===== src/rtl/muldiv_ctrl.sv =====
// HI/LO multiply/divide sequencer: 1-bit-per-cycle shift-add multiply and restoring divide.
// Owns the architectural HI/LO registers and raises the MFHI/MFLO stall interlock.
module muldiv_ctrl #(
    parameter int WIDTH = 32
) (
    input  logic             clock,
    input  logic             reset,
    input  logic             start,
    input  logic [5:0]       func,
    input  logic [WIDTH-1:0] rsData,
    input  logic [WIDTH-1:0] rtData,
    input  logic             wr_hi,
    input  logic             wr_lo,
    input  logic [WIDTH-1:0] wr_data,
    input  logic             rd_req,
    output logic             busy,
    output logic             done,
    output logic             stall,
    output logic [WIDTH-1:0] hi,
    output logic [WIDTH-1:0] lo,
    output logic [1:0]       dbg_state
);

    typedef enum logic [1:0] {
        IDLE  = 2'd0,
        MUL   = 2'd1,
        DIV   = 2'd2,
        FIXUP = 2'd3
    } state_t;

    state_t      state;
    state_t      state_next;
    logic [4:0]  count;
    logic        op_div;
    logic        neg_q;
    logic        neg_r;
    logic [31:0] op_a;
    logic [63:0] acc;

    logic        valid_func;
    logic        accept;
    logic        in_signed;
    logic        in_div;
    logic        div_zero;
    logic [31:0] abs_rs;
    logic [31:0] abs_rt;
    logic [32:0] mul_sum;
    logic [32:0] div_shift;
    logic        div_ok;
    logic [31:0] div_diff;
    logic [31:0] div_rem;
    logic [63:0] prod;

    // Handshake: start is taken on a rising edge only while busy=0 and func is one of the
    // four mult/div codes; there is no ready, so the issuer must watch busy/stall.
    assign valid_func = (func[5:2] == 4'b0110);
    assign accept     = (state == IDLE) && start && valid_func;
    assign in_signed  = ~func[0];
    assign in_div     = func[1];
    assign div_zero   = in_div && (rtData == 32'h0);
    assign abs_rs     = (in_signed && rsData[31]) ? -rsData : rsData;
    assign abs_rt     = (in_signed && rtData[31]) ? -rtData : rtData;

    // acc holds {partial product, multiplier} while multiplying and
    // {partial remainder, dividend/quotient} while dividing.
    assign mul_sum   = {1'b0, acc[63:32]} + {1'b0, (acc[0] ? op_a : 32'h0)};
    assign div_shift = {acc[63:32], acc[31]};
    assign div_ok    = (div_shift >= {1'b0, op_a});
    assign div_diff  = div_shift[31:0] - op_a;
    assign div_rem   = div_ok ? div_diff : div_shift[31:0];
    assign prod      = neg_q ? -acc : acc;

    assign busy      = (state != IDLE);
    assign stall     = rd_req & busy;
    assign dbg_state = state;

    always_ff @(posedge clock) begin
        if (reset) state <= IDLE;
        else       state <= state_next;
    end

    always_comb begin
        state_next = state;
        case (state)
            IDLE: begin
                if (accept) begin
                    if (div_zero)    state_next = FIXUP;
                    else if (in_div) state_next = DIV;
                    else             state_next = MUL;
                end
            end
            MUL:     if (count == 5'd0) state_next = FIXUP;
            DIV:     if (count == 5'd0) state_next = FIXUP;
            FIXUP:   state_next = IDLE;
            default: state_next = IDLE;
        endcase
    end

    always_ff @(posedge clock) begin
        if (reset) begin
            count  <= 5'd0;
            op_div <= 1'b0;
            neg_q  <= 1'b0;
            neg_r  <= 1'b0;
            op_a   <= 32'h0;
            acc    <= 64'h0;
            hi     <= 32'h0;
            lo     <= 32'h0;
            done   <= 1'b0;
        end else begin
            done <= 1'b0;
            case (state)
                IDLE: begin
                    if (wr_hi) hi <= wr_data;
                    if (wr_lo) lo <= wr_data;
                    if (accept) begin
                        op_div <= in_div;
                        count  <= 5'd31;
                        op_a   <= abs_rt;
                        // Divide by zero parks the raw dividend as the remainder.
                        if (div_zero) begin
                            acc   <= {rsData, 32'hFFFF_FFFF};
                            neg_q <= 1'b0;
                            neg_r <= 1'b0;
                        end else begin
                            acc   <= {32'h0, abs_rs};
                            neg_q <= in_signed & (rsData[31] ^ rtData[31]);
                            neg_r <= in_signed & rsData[31];
                        end
                    end
                end
                MUL: begin
                    acc   <= {mul_sum, acc[31:1]};
                    count <= count - 5'd1;
                end
                DIV: begin
                    acc   <= {div_rem, acc[30:0], div_ok};
                    count <= count - 5'd1;
                end
                FIXUP: begin
                    if (op_div) begin
                        hi <= neg_r ? -acc[63:32] : acc[63:32];
                        lo <= neg_q ? -acc[31:0] : acc[31:0];
                    end else begin
                        hi <= prod[63:32];
                        lo <= prod[31:0];
                    end
                    done <= 1'b1;
                end
                default: ;
            endcase
        end
    end

endmodule


===== config.mk =====
export PLATFORM = sky130hd
export DESIGN_NAME = muldiv_ctrl
export DESIGN_NICKNAME = d
export VERILOG_FILES = /design/src/rtl/muldiv_ctrl.sv
export SDC_FILE = /design/constraint.sdc
export NUM_CORES = 1
export LEC_CHECK = 0
export BUFFER_PORTS_ARGS = -buffer_cell sky130_fd_sc_hd__buf_4
export CAP_MARGIN = 10
export CORE_MARGIN = 2
export CORE_UTILIZATION = 30
export DETAILED_ROUTE_END_ITERATION = 7
export GPL_TIMING_DRIVEN = 0
export PLACE_DENSITY_LB_ADDON = 0.25
export SLEW_MARGIN = 20
export SYNTH_ARGS = -nofsm -noshare
export SYNTH_HDL_FRONTEND = slang
export SYNTH_SLANG_ARGS = --single-unit

===== constraint.sdc =====
create_clock -name clock -period 7 [get_ports clock]
set_input_delay 0.7 -clock clock [delete_from_list [all_inputs] [get_ports clock]]
set_output_delay 0.7 -clock clock [all_outputs]
set_load 0.005 [all_outputs]

==> flow_metrics.env <==
export IMPL_cp_end_kind="flop"
export IMPL_ctsRootBufferMaster="clkbuf_16"
export IMPL_cts_tree="built"
export IMPL_n_fill_cell=5203
export IMPL_diodes=0
export IMPL_ys_seq_area_share_pct=23.2
export IMPL_grt_usage_pct=25.4
export IMPL_cp_data_required_time_ps=7380
export IMPL_cp_arrival_ps=5430
export IMPL_grt_pass1_vias=15400
export IMPL_synth_edff_count=0
export IMPL_routed_wl_mm=65.2
export IMPL_overflow=0
export IMPL_dr_pass1_iters=5
export IMPL_slew_headroom_pct=30.2
export IMPL_rows=81
export IMPL_vias=16000
export IMPL_slew_violations=0
export IMPL_grt_pass1_wl_mm=96.3
export IMPL_synthCells=1992
export IMPL_leakagePower_nw=6.80
export IMPL_clk_pin_slew_ps=80
export IMPL_grt_max_degree=19
export IMPL_num_nets_final=2372
export IMPL_synth_nets=2177
export IMPL_multi_input_area_sq_mm=0.0105
export IMPL_worstMarginPinSlew_ps=1040
export IMPL_final_layout_size_suffix_gt1_share_pct=12.0
export IMPL_async_flop_share_pct=0
export IMPL_status="finished, final reports clean"
export IMPL_synth_seq_cells=171
export IMPL_clkLatencyLatePin_ps=500
export IMPL_hold_class="flop to flop"
export IMPL_clock_sinks=171
export IMPL_yosysTopAreaCell="dfxtp_1"
export IMPL_path_max_fanout=10
export IMPL_drv_cap=0
export IMPL_syn_avg_cell_area_sq_um=7.40
export IMPL_die_area_sq_mm=0.0509
export IMPL_dp_hpwl_mm=53.2
export IMPL_grt_antenna_before_repair=1
export IMPL_irDropWorstVdd_mv=0.189
export IMPL_regArea_sq_mm=0.00342
export IMPL_cts_hold_buf=0
export IMPL_finalCriticalPeriod_ps=5050
export IMPL_critical_path_class="flop to flop"
export IMPL_post_cts_setup_buffers=0
export IMPL_synthTopCellsByCount="nor2_1, a21oi_1, dfxtp_1"
export IMPL_drc=0
export IMPL_tns_ps=0
export IMPL_dpl_instance_area_sq_mm=0.0169
export IMPL_fin_crit_sh_pct=72.2
export IMPL_via_per_inst=5.60
export IMPL_gp_congestion=0.978
export IMPL_startpoint_type="flop"
export IMPL_yosysTopAreaCellShare_pct=23.2
export IMPL_cts_buffers=17
export IMPL_ant_nets=0
export IMPL_setup_viol=0
export IMPL_yosys_most_used_dff="dfxtp_1"
export IMPL_drt_iter0_markers=1460
export IMPL_fp_coreArea_sq_mm=0.0487
export IMPL_die_h_um=226
export IMPL_initial_core_util_pct=30.2
export IMPL_pin_count=177
export IMPL_fmax_mhz=198
export IMPL_final_hold_viol_count=0
export IMPL_synth_area_leaders="dfxtp_1, nor2_1, a21oi_1, ha_1, xor2_1"
export IMPL_power_density_mw_per_mm2=473
export IMPL_fin_area_sq_mm=0.0175
export IMPL_syn_area_sq_mm=0.0147
export IMPL_rsz0062_at_grt="false"
export IMPL_cts_buffer_depth=2
export IMPL_synth_cell_types=80
export IMPL_syn_to_final_growth_pct=18.7
export IMPL_synth_most_common_cell="nor2_1"
export IMPL_port_buffers=176
export IMPL_wl_per_cell_um=22.8
export IMPL_fp_dieW_um=226
export IMPL_yosys_warnings=0
export IMPL_fin_skew_ps=14.2
export IMPL_post_cts_resized=0
export IMPL_h_tree_depth=4
cell type report:
cell class	instances	share of cell area [%]
Inverter	67	1.44
Buffer	146	3.32
Sequential cell	171	19.6
Clock inverter	15	0.980
Multi-Input combinational cell	1608	59.9
Tap cell	664	4.75
Timing Repair Buffer	176	7.56
Clock buffer	17	2.43
through the flow:
stage	util (%)	hold WS [ps]	total power [mW]	instances	setup WS [ps]
2_1_floorplan	-	432	5.23	1992	3790
3_3_place_gp	34.6	445	7.09	2832	2090
3_5_place_dp	34.6	450	7.12	2832	2030
4_1_cts	35.9	459	8.13	2864	1980
5_1_grt	35.9	497	8.78	2864	1650
6_report	35.9	458	8.28	2864	1950
layout by cell type (no fill, tap or decap), types with 20 or more instances in the layout:
master,n
a21o_1,40
a21oi_1,196
inv_1,67
a22oi_1,39
mux2i_1,34
ha_1,75
nand2_1,129
o31ai_1,33
nand2b_1,20
buf_4,178
a221oi_1,48
clkbuf_1,132
o21ai_0,98
nor4_1,27
xnor2_1,73
xor2_1,90
a211oi_1,102
nor3_1,39
or3_1,25
dfxtp_1,171
nand3_1,29
nor2_1,275
critical path, cell delays in order, from the launching register on:
cell and delay, ps:
dfxtp_1 310, clkbuf_1 570, inv_1 400, clkbuf_1 420, nor2_1 220, ha_1 300
a21oi_1 240, nor2b_1 90, o31ai_1 820, o2111ai_1 340, nand2_1 200, o21ai_0 240
o31ai_1 460, o221a_2 270, a21oi_1 50
worst paths after layout:
kind                                             from  cells past startpoint                    end  slack [ps]
worst max-delay path              acc[0]$_SDFFE_PP0P_                     14   acc[61]$_SDFFE_PP0P_        1950
worst min-delay path            op_a[31]$_SDFFE_PP0P_                      2  op_a[31]$_SDFFE_PP0P_         460
worst max register to register    acc[0]$_SDFFE_PP0P_                     14   acc[61]$_SDFFE_PP0P_        1950
worst min register to register  op_a[31]$_SDFFE_PP0P_                      2  op_a[31]$_SDFFE_PP0P_         460
power breakdown:
group          switching [mW]  internal, mW  leakage [nW]
sequential              0.361          1.20          1.40
combinational            3.60          2.12          5.12
clock                   0.489         0.508         0.288
total                    4.45          3.83          6.80
metal layers:
layer | part of all wire [%] | GRT usage (%) | up-vias
li1 | - | - | 7711
met1 | 44 | 32.9 | 7564
met3 | 6.8 | 4.58 | 109
met2 | 45 | 41.5 | 641
met5 | 0 | 0 | -
met4 | 3.9 | 10.6 | 0
kinds of logic (layout without fill, tap and decap cells):
| family | count (synthesis) | after routing | share of synthesized area, % |
|---|---|---|---|
| adders and majority gates | 77 | 77 | 6.64 |
| xor gates and xnor gates | 163 | 163 | 9.69 |
| muxes | 52 | 52 | 3.69 |
| buffers and inverters | 213 | 421 | 5.65 |
| DFF | 171 | 171 | 23.2 |
| and+or+nand+nor | 641 | 641 | 20.5 |
| AOI/OAI and AO/OA | 675 | 675 | 30.6 |
registers in the layout (all words and copies together), names as in the netlist, 2 cells and up:
| name | count |
|---|---|
| acc | 64 |
| count | 5 |
| hi | 32 |
| lo | 32 |
| dbg_state | 2 |
| op_a | 32 |
Power figures use the tool's default switching activity.
